===== config.mk =====
export PLATFORM = sky130hd
export DESIGN_NAME = axi_burst_pattern_writer
export DESIGN_NICKNAME = d
export VERILOG_FILES = /design/src/rtl/axi_burst_pattern_writer.sv
export SDC_FILE = /design/constraint.sdc
export NUM_CORES = 1
export LEC_CHECK = 0
export CELL_PAD_IN_SITES_DETAIL_PLACEMENT = 0
export CELL_PAD_IN_SITES_GLOBAL_PLACEMENT = 2
export CORE_ASPECT_RATIO = 0.6
export CORE_UTILIZATION = 32
export CTS_BUF_LIST = sky130_fd_sc_hd__clkbuf_4 sky130_fd_sc_hd__clkbuf_8
export DETAILED_ROUTE_END_ITERATION = 6
export PLACE_DENSITY = 0.83
export SYNTH_ARGS = -nofsm -noshare
export SYNTH_HDL_FRONTEND = slang
export SYNTH_SLANG_ARGS = --single-unit

===== constraint.sdc =====
create_clock -name M_AXI_ACLK -period 2.9 [get_ports M_AXI_ACLK]
set_clock_uncertainty 0.1 [all_clocks]
set_input_delay 0.58 -clock M_AXI_ACLK [delete_from_list [all_inputs] [get_ports M_AXI_ACLK]]
set_output_delay 0.58 -clock M_AXI_ACLK [all_outputs]
set_load 0.01 [all_outputs]

===== src/rtl/axi_burst_pattern_writer.sv =====
// rtl/axi_burst_pattern_writer.sv - AXI4 write-only burst master writing an incrementing word pattern
// One burst in flight at a time: AW, then all W beats, then B, before the next AW.
module axi_burst_pattern_writer #(
  parameter int unsigned          C_M_AXI_ADDR_WIDTH = 32,
  parameter int unsigned          C_M_AXI_DATA_WIDTH = 32,
  parameter logic [31:0]          TARGET_BASE        = 32'h00080000,
  parameter int unsigned          BURST_LEN          = 16,
  parameter int unsigned          NUM_BURSTS         = 16,
  parameter logic [31:0]          PATTERN_SEED       = 32'h00000000
) (
  input  logic                          M_AXI_ACLK,
  input  logic                          M_AXI_ARESETN,
  input  logic                          init_txn,
  output logic                          m_axi_txn_done,
  output logic                          m_axi_error,
  output logic                          busy,
  output logic [C_M_AXI_ADDR_WIDTH-1:0] M_AXI_AWADDR,
  output logic [7:0]                    M_AXI_AWLEN,
  output logic [2:0]                    M_AXI_AWSIZE,
  output logic [1:0]                    M_AXI_AWBURST,
  output logic [3:0]                    M_AXI_AWCACHE,
  output logic [2:0]                    M_AXI_AWPROT,
  output logic                          M_AXI_AWVALID,
  input  logic                          M_AXI_AWREADY,
  output logic [C_M_AXI_DATA_WIDTH-1:0] M_AXI_WDATA,
  output logic [3:0]                    M_AXI_WSTRB,
  output logic                          M_AXI_WLAST,
  output logic                          M_AXI_WVALID,
  input  logic                          M_AXI_WREADY,
  input  logic [1:0]                    M_AXI_BRESP,
  input  logic                          M_AXI_BVALID,
  output logic                          M_AXI_BREADY
);

  localparam int unsigned BURST_W = (NUM_BURSTS > 1) ? $clog2(NUM_BURSTS) : 1;
  localparam logic [8:0]  LAST_BEAT  = 9'(BURST_LEN - 1);
  localparam logic [BURST_W-1:0] LAST_BURST = BURST_W'(NUM_BURSTS - 1);
  localparam logic [C_M_AXI_ADDR_WIDTH-1:0] ADDR_STEP = C_M_AXI_ADDR_WIDTH'(BURST_LEN * 4);
  localparam logic [C_M_AXI_ADDR_WIDTH-1:0] BASE_ADDR = C_M_AXI_ADDR_WIDTH'(TARGET_BASE);

  typedef enum logic [2:0] {S_IDLE, S_AW, S_W, S_B, S_DONE} state_t;

  state_t                        r_state,   w_state_nxt;
  logic                          r_init_q;
  logic                          r_awvalid, w_awvalid_nxt;
  logic                          r_wvalid,  w_wvalid_nxt;
  logic                          r_wlast,   w_wlast_nxt;
  logic                          r_bready,  w_bready_nxt;
  logic                          r_done,    w_done_nxt;
  logic                          r_error,   w_error_nxt;
  logic                          r_busy,    w_busy_nxt;
  logic [C_M_AXI_ADDR_WIDTH-1:0] r_awaddr,  w_awaddr_nxt;
  logic [31:0]                   r_word,    w_word_nxt;
  logic [8:0]                    r_beat,    w_beat_nxt;
  logic [BURST_W-1:0]            r_burst,   w_burst_nxt;
  logic                          w_start;

  // Only a fresh 0->1 edge of the CTRL level starts a run, and only when no run is active.
  assign w_start = init_txn && !r_init_q && (r_state == S_IDLE || r_state == S_DONE);

  always_comb begin
    w_state_nxt   = r_state;
    w_awvalid_nxt = r_awvalid;
    w_wvalid_nxt  = r_wvalid;
    w_wlast_nxt   = r_wlast;
    w_bready_nxt  = r_bready;
    w_done_nxt    = r_done;
    w_error_nxt   = r_error;
    w_busy_nxt    = r_busy;
    w_awaddr_nxt  = r_awaddr;
    w_word_nxt    = r_word;
    w_beat_nxt    = r_beat;
    w_burst_nxt   = r_burst;
    case (r_state)
      S_IDLE, S_DONE: begin
        if (w_start) begin
          w_state_nxt   = S_AW;
          w_awvalid_nxt = 1'b1;
          w_done_nxt    = 1'b0;
          w_error_nxt   = 1'b0;
          w_busy_nxt    = 1'b1;
          w_burst_nxt   = '0;
          w_word_nxt    = '0;
          w_beat_nxt    = '0;
          w_awaddr_nxt  = BASE_ADDR;
        end
      end
      S_AW: begin
        if (M_AXI_AWREADY) begin
          w_state_nxt   = S_W;
          w_awvalid_nxt = 1'b0;
          w_wvalid_nxt  = 1'b1;
          w_beat_nxt    = '0;
          w_wlast_nxt   = (LAST_BEAT == 9'd0);
        end
      end
      S_W: begin
        if (M_AXI_WREADY) begin
          w_word_nxt  = r_word + 32'd1;
          w_beat_nxt  = r_beat + 9'd1;
          w_wlast_nxt = ((r_beat + 9'd1) == LAST_BEAT);
          if (r_wlast) begin
            w_state_nxt  = S_B;
            w_wvalid_nxt = 1'b0;
            w_wlast_nxt  = 1'b0;
            w_bready_nxt = 1'b1;
          end
        end
      end
      S_B: begin
        if (M_AXI_BVALID) begin
          if (M_AXI_BRESP != 2'b00) w_error_nxt = 1'b1;
          w_bready_nxt = 1'b0;
          w_awaddr_nxt = r_awaddr + ADDR_STEP;
          w_burst_nxt  = r_burst + 1'b1;
          if (r_burst == LAST_BURST) begin
            w_state_nxt = S_DONE;
            w_done_nxt  = 1'b1;
            w_busy_nxt  = 1'b0;
          end else begin
            w_state_nxt   = S_AW;
            w_awvalid_nxt = 1'b1;
          end
        end
      end
      default: w_state_nxt = S_IDLE;
    endcase
  end

  always_ff @(posedge M_AXI_ACLK or negedge M_AXI_ARESETN) begin
    if (!M_AXI_ARESETN) begin
      r_state   <= S_IDLE;
      r_init_q  <= 1'b0;
      r_awvalid <= 1'b0;
      r_wvalid  <= 1'b0;
      r_wlast   <= 1'b0;
      r_bready  <= 1'b0;
      r_done    <= 1'b0;
      r_error   <= 1'b0;
      r_busy    <= 1'b0;
      r_awaddr  <= BASE_ADDR;
      r_word    <= '0;
      r_beat    <= '0;
      r_burst   <= '0;
    end else begin
      r_state   <= w_state_nxt;
      r_init_q  <= init_txn;
      r_awvalid <= w_awvalid_nxt;
      r_wvalid  <= w_wvalid_nxt;
      r_wlast   <= w_wlast_nxt;
      r_bready  <= w_bready_nxt;
      r_done    <= w_done_nxt;
      r_error   <= w_error_nxt;
      r_busy    <= w_busy_nxt;
      r_awaddr  <= w_awaddr_nxt;
      r_word    <= w_word_nxt;
      r_beat    <= w_beat_nxt;
      r_burst   <= w_burst_nxt;
    end
  end

  assign m_axi_txn_done = r_done;
  assign m_axi_error    = r_error;
  assign busy           = r_busy;
  assign M_AXI_AWADDR   = r_awaddr;
  assign M_AXI_AWLEN    = 8'(BURST_LEN - 1);
  assign M_AXI_AWSIZE   = 3'b010;
  assign M_AXI_AWBURST  = 2'b01;
  assign M_AXI_AWCACHE  = 4'b0011;
  assign M_AXI_AWPROT   = 3'b000;
  assign M_AXI_AWVALID  = r_awvalid;
  assign M_AXI_WDATA    = C_M_AXI_DATA_WIDTH'(PATTERN_SEED + r_word);
  assign M_AXI_WSTRB    = 4'hF;
  assign M_AXI_WLAST    = r_wlast;
  assign M_AXI_WVALID   = r_wvalid;
  assign M_AXI_BREADY   = r_bready;

endmodule


==> results.cfg, run 1 <==
[route]
first_iter_violations = 214
avgViaCountPerCell = 5.17
wl_per_cell_um = 15.8
vias = 3953
antenna_left = 0
drc = 0
wl_mm = 12.1
drt_pre_antenna_iters = 4

[power]
peakVddDrop_mv = 0.254
clkPwrFrac = 0.243
power_frac_comb = 0.298
seqPwrFrac = 0.459
power.switching_mw = 1.10
switching_share = 0.352
power_density_nw_per_um2 = 551
intPower_mw = 2.02
leakagePower_nw = 2.39

[critical_path]
required_ns = 3.09
cp_cell_sequence = clkdlybuf4s50_1 -> or4b_1 -> a211o_1 -> buf_12 -> or4_1 -> a21oi_1
r2r-end = r_word[10]$_DFFE_PN0P_
crit_cells = 6
setup.worst_path.start = init_txn
reg2reg_slack_ns = 0.62
crit_path_end = r_word[10]$_DFFE_PN0P_
critPathCaptureType = flop
start_kind = input port
cpPeakStageDelay_ns = 0.50
crit_family = simple AND/OR/NAND/NOR gates
crit_type = in -> reg
reg2regPathDepth = 5
worstReg2RegStart = r_state[0]$_DFFE_PN0P_
slowest_stage = or4_1
crit_fanout = 24
path_buf_inv = 2
worstPathArrival_ns = 2.70

[cells_and_area]
antennaDiodeCount = 0
fill_cells = 1414
layout-drive-gt1-share = 0.0717
syn2layout_area_growth_pct = 23.2
final_area_sq_um = 5670
nets = 580

[placed_design]
place_area_sq_um = 5500
dp_hpwl_mm = 8.66
io_buffers = 72
gp_congestion = 0.776

[global_routing]
antenna_found_initial = 0
grt_max_degree = 45
grt_usage = 0.173
grt.overflow.total = 0
grt_pass1_vias = 3641
grt_pass1_wl_mm = 19.7

[synthesis]
ys_ff_latch = 82
syn-cell-area_sq_um = 4600
async_flop_share = 1.00
synth_edf_count = 0
synth_cells = 497
synth_common_cells = 81 x dfrtp_1, 60 x nand2_1, 30 x buf_4
syn_avg_cell_area_sq_um = 9.26
post-synth-top-area-cell = dfrtp_1
synth_seq_area_share = 0.446
synth_top_area_share = 0.441
synth_most_common_cell = dfrtp_1
synth.distinct_cells = 51
synth_ff_type = dfrtp_1
synthTopCellsByArea = dfrtp_1 44%, mux2i_1 5.9%, buf_4 4.9%
yosysWarningCount = 0

[timing]
max_slew.worst_pin.slew_ns = 0.573
hold_slack_ns = 0.0874
finalCriticalPeriod_ns = 2.51
min_period_over_period = 0.866
totalNegativeSetupSlack_ns = 0
fmax_mhz = 398
hold_viol = 0
finalSetupViolations = 0
rsz0062_at_grt = false
slew_headroom = 0.617
final_max_slew_viol_count = 0

[clocking]
cts_root_buffer = clkbuf_8
clock_path_buffers = 2
cts_setup_buffers = 0
tritoncts = built
clkTransAtPathRegs_ns = 0.09
clk-insertion-delay-late_ns = 0.36
cts_buffers = 9
postCtsHoldBufs = 0
cts.sinks = 82
ctsHtreeMaxLevel = 3
postCtsResizedCells = 0

[floorplanning]
coreArea_sq_um = 13800
die_w_um = 157
rows = 33
boundaryPins = 103
start_util = 0.333
die_h_um = 94.9
die-area_sq_um = 14900

[run_status]
outcome = completed

[min_path]
hp-class = in -> async

[job]
maxCapViolations = 0
## worst min path at each step
stage | slack (ns) | endpoint | depth (start not counted)
6_report | 0.09 | M_AXI_AWADDR[11]$_DFFE_PN0P_ | 1
3_5_place_dp | 0.36 | m_axi_error$_DFFE_PN0P_ | 2
4_1_cts | 0.09 | M_AXI_AWADDR[11]$_DFFE_PN0P_ | 1
3_3_place_gp | 0.36 | m_axi_error$_DFFE_PN0P_ | 2
2_1_floorplan | 0.18 | M_AXI_AWADDR[10]$_DFFE_PN0P_ | 0
5_1_grt | 0.09 | M_AXI_AWADDR[11]$_DFFE_PN0P_ | 1
## logic make-up (layout without fill, tap and decap cells)
| kind of cell | Yosys count | count (layout) | share of synthesized area |
|---|---|---|---|
| fa+ha+maj | 5 | 5 | 0.0136 |
| mux | 28 | 28 | 0.0612 |
| simple gates | 200 | 200 | 0.236 |
| other cells | 2 | 30 | 0.00163 |
| xor+xnor | 10 | 10 | 0.0190 |
| compound gates | 100 | 100 | 0.139 |
| buf+inv | 70 | 117 | 0.0838 |
| flops | 82 | 82 | 0.446 |
## layout make-up
class | instances | area, sq um | area share
multi-input combinational | 373 | 2280 | 0.403
sequential | 82 | 2050 | 0.362
clock buffer | 11 | 139 | 0.0245
clock inverter | 5 | 31.3 | 0.00552
tap | 192 | 240 | 0.0424
inverter | 10 | 37.5 | 0.00662
timing repair buffer | 91 | 886 | 0.156
## sequential cells by signal (all words and copies together), names as in the netlist
name	cells
M_AXI_AWADDR	26
r_init_q	1
r_beat	9
M_AXI_WVALID	1
r_burst	4
M_AXI_WLAST	1
m_axi_txn_done	1
r_word	32
r_state	3
M_AXI_BREADY	1
M_AXI_AWVALID	1
busy	1
m_axi_error	1
## power by group through the flow
stage               registers (mW)  clock network [mW]  logic (mW)
floorplan                     1.46                   0       0.518
global placement              1.45                   0       0.910
detailed placement            1.45                   0       0.934
CTS                           1.43               0.798       0.935
global route                  1.46               0.838        1.03
finish                        1.43               0.759       0.930
## layout by cell type (no fill, tap or decap), types with 2 or more instances in the layout
master / n
a31oi_1: 6
o21ai_1: 4
and2_1: 3
o21ai_0: 20
nor2_1: 18
nand2b_1: 3
nor4b_1: 2
o211ai_1: 7
nand4_1: 19
or4_1: 12
clkinv_2: 3
a22o_1: 5
clkbuf_8: 9
xnor2_1: 7
nand2_1: 60
buf_12: 2
a21oi_1: 24
nor3b_1: 3
a211oi_1: 3
and4_1: 8
inv_1: 10
a21o_1: 4
conb_1: 30
xor2_1: 3
nand3b_1: 2
o2111ai_1: 2
ha_1: 5
nor4_1: 5
o31ai_1: 19
and3_1: 16
clkbuf_4: 2
nand3_1: 26
clkdlybuf4s50_1: 71
buf_4: 18
mux2i_1: 27
or3_1: 5
nor3_1: 11
dfrtp_1: 81
## metal layers
layer / global-route usage / share of wire / vias up
li1: - / - / 1913
met1: 0.251 / 0.51 / 1944
met2: 0.255 / 0.43 / 87
met3: 0.0408 / 0.053 / 9
met4: 0.0466 / 0.0093 / 0
met5: 0 / 0 / -
## through the flow
stage	utilization	worst slack (ns)	instances	power, mW
6_report	0.410	0.389	764	3.12
3_5_place_dp	0.398	0.0162	748	2.39
4_1_cts	0.410	0.411	764	3.17
3_3_place_gp	0.398	0.0442	748	2.36
2_1_floorplan	-	0.591	525	1.98
5_1_grt	0.410	0.314	764	3.33
No activity file was read; power rests on OpenSTA's default activity.
==> run 2: changes to the inputs <==
Settings changed: MAX_ROUTING_LAYER from default to met4, SKIP_LAST_GASP from default to 1.
==> run 2 against run 1 <==
Global-route usage grew 0.54 points. Power is essentially flat. Maximum frequency grew 0.32%. Sequential power is essentially flat. Routed wire length grew 0.12%. Core utilization is the same. Cell count is the same. Register-to-register slack gained 0.02 ns. Critical path depth is the same. Highest routed layer unchanged.
==> results.cfg, run 2 (synthesis results as in run 1) <==
[clocking]
ctsHtreeMaxLevel = 3
clk-insertion-delay-late_ns = 0.36
cts.sinks = 82
postCtsResizedCells = 0
clock_path_buffers = 2
cts_root_buffer = clkbuf_8
postCtsHoldBufs = 0
cts_buffers = 9
tritoncts = built
cts_setup_buffers = 0
clkTransAtPathRegs_ns = 0.09

[timing]
rsz0062_at_grt = false
setup_slack_ns = 0.397
slew_headroom = 0.616
max_slew.worst_pin.slew_ns = 0.574
finalCriticalPeriod_ns = 2.50
hold_viol = 0
fmax_mhz = 400
final_max_slew_viol_count = 0
totalNegativeSetupSlack_ns = 0
min_period_over_period = 0.863
finalSetupViolations = 0

[placed_design]
io_buffers = 72
dp.cells = 748
dp_hpwl_mm = 8.66
pre_cts_ws_ns = 0.0162
gp_congestion = 0.787

[floorplanning]
boundaryPins = 103
rows = 33
start_util = 0.333
coreArea_sq_um = 13800
die_w_um = 157
die_h_um = 94.9
die-area_sq_um = 14900

[global_routing]
grt_usage = 0.178
grt_max_degree = 45
antenna_found_initial = 0
grt_pass1_wl_mm = 19.7
grt.overflow.total = 0
grt_pass1_vias = 3639

[cells_and_area]
final_common_cell = dfrtp_1
final_cell_mix = 81 x dfrtp_1, 71 x clkdlybuf4s50_1, 60 x nand2_1, 30 x conb_1, 27 x mux2i_1
top_register = r_word
layout-drive-gt1-share = 0.0717
syn2layout_area_growth_pct = 23.2
fin_cells = 764
largest_register_ffs = 32
antennaDiodeCount = 0
nets = 580
utilization = 0.410
fill_cells = 1414

[route]
first_iter_violations = 185
antenna_left = 0
avgViaCountPerCell = 5.21
drt_pre_antenna_iters = 4
vias = 3983
drc = 0
wl_mm = 12.1
wl_per_cell_um = 15.9

[critical_path]
crit_type = in -> reg
r2r-end = r_word[10]$_DFFE_PN0P_
worstReg2RegStart = r_state[0]$_DFFE_PN0P_
worstPathArrival_ns = 2.70
reg2reg_slack_ns = 0.64
start_kind = input port
crit_fanout = 24
reg2regPathDepth = 5
required_ns = 3.09
critPathCaptureType = flop

[power]
leakagePower_nw = 2.39
peakVddDrop_mv = 0.254
power_density_nw_per_um2 = 551

[job]
maxCapViolations = 0

[min_path]
hp-class = in -> async

[run_status]
outcome = completed
-- run 2: cell counts in the layout (fill, tap and decap cells not counted) --
No cell type changed its count.
-- run 2: stage by stage --
| stage | cell area, sq um | hold slack (ns) | total power, mW |
|---|---|---|---|
| after floorplan | 4710 | 0.184 | 1.98 |
| after global placement | 5500 | 0.357 | 2.36 |
| after detailed placement | 5500 | 0.360 | 2.39 |
| after CTS | 5670 | 0.0886 | 3.17 |
| after global routing | 5670 | 0.0891 | 3.33 |
| final | 5670 | 0.0848 | 3.12 |
-- run 2: critical path, cell delays in order --
cell and delay [ns]:
clkdlybuf4s50_1 0.49, or4b_1 0.48, a211o_1 0.32, buf_12 0.17, or4_1 0.50, a21oi_1 0.15
-- run 2: worst max-delay path by stage --
stage | from | to | slack (ns)
6_report | init_txn | r_word[10]$_DFFE_PN0P_ | 0.40
5_1_grt | init_txn | r_word[25]$_DFFE_PN0P_ | 0.32
4_1_cts | init_txn | r_word[25]$_DFFE_PN0P_ | 0.41
3_5_place_dp | init_txn | r_word[25]$_DFFE_PN0P_ | 0.02
3_3_place_gp | init_txn | r_word[10]$_DFFE_PN0P_ | 0.04
2_1_floorplan | init_txn | r_word[26]$_DFFE_PN0P_ | 0.59
-- run 2: per-layer routing --
layer	vias up	track usage	part of all wire
li1	1913	-	-
met1	1978	0.252	0.51
met2	83	0.255	0.43
met3	9	0.0427	0.047
met4	0	0.0417	0.0092
met5	-	-	0
-- run 2: cell type report --
| type | count | area, sq um | area share |
|---|---|---|---|
| tap | 192 | 240 | 0.0424 |
| clock inverter | 5 | 31.3 | 0.00552 |
| inverter | 10 | 37.5 | 0.00662 |
| multi-input combinational | 373 | 2280 | 0.403 |
| clock buffer | 11 | 139 | 0.0245 |
| timing repair buffer | 91 | 886 | 0.156 |
| sequential | 82 | 2050 | 0.362 |
-- run 2: power breakdown --
group,switching [mW],total [mW],internal [mW]
Sequential,0.153,1.43,1.28
Combinational,0.514,0.930,0.416
Clock,0.433,0.760,0.328
Total,1.10,3.12,2.02
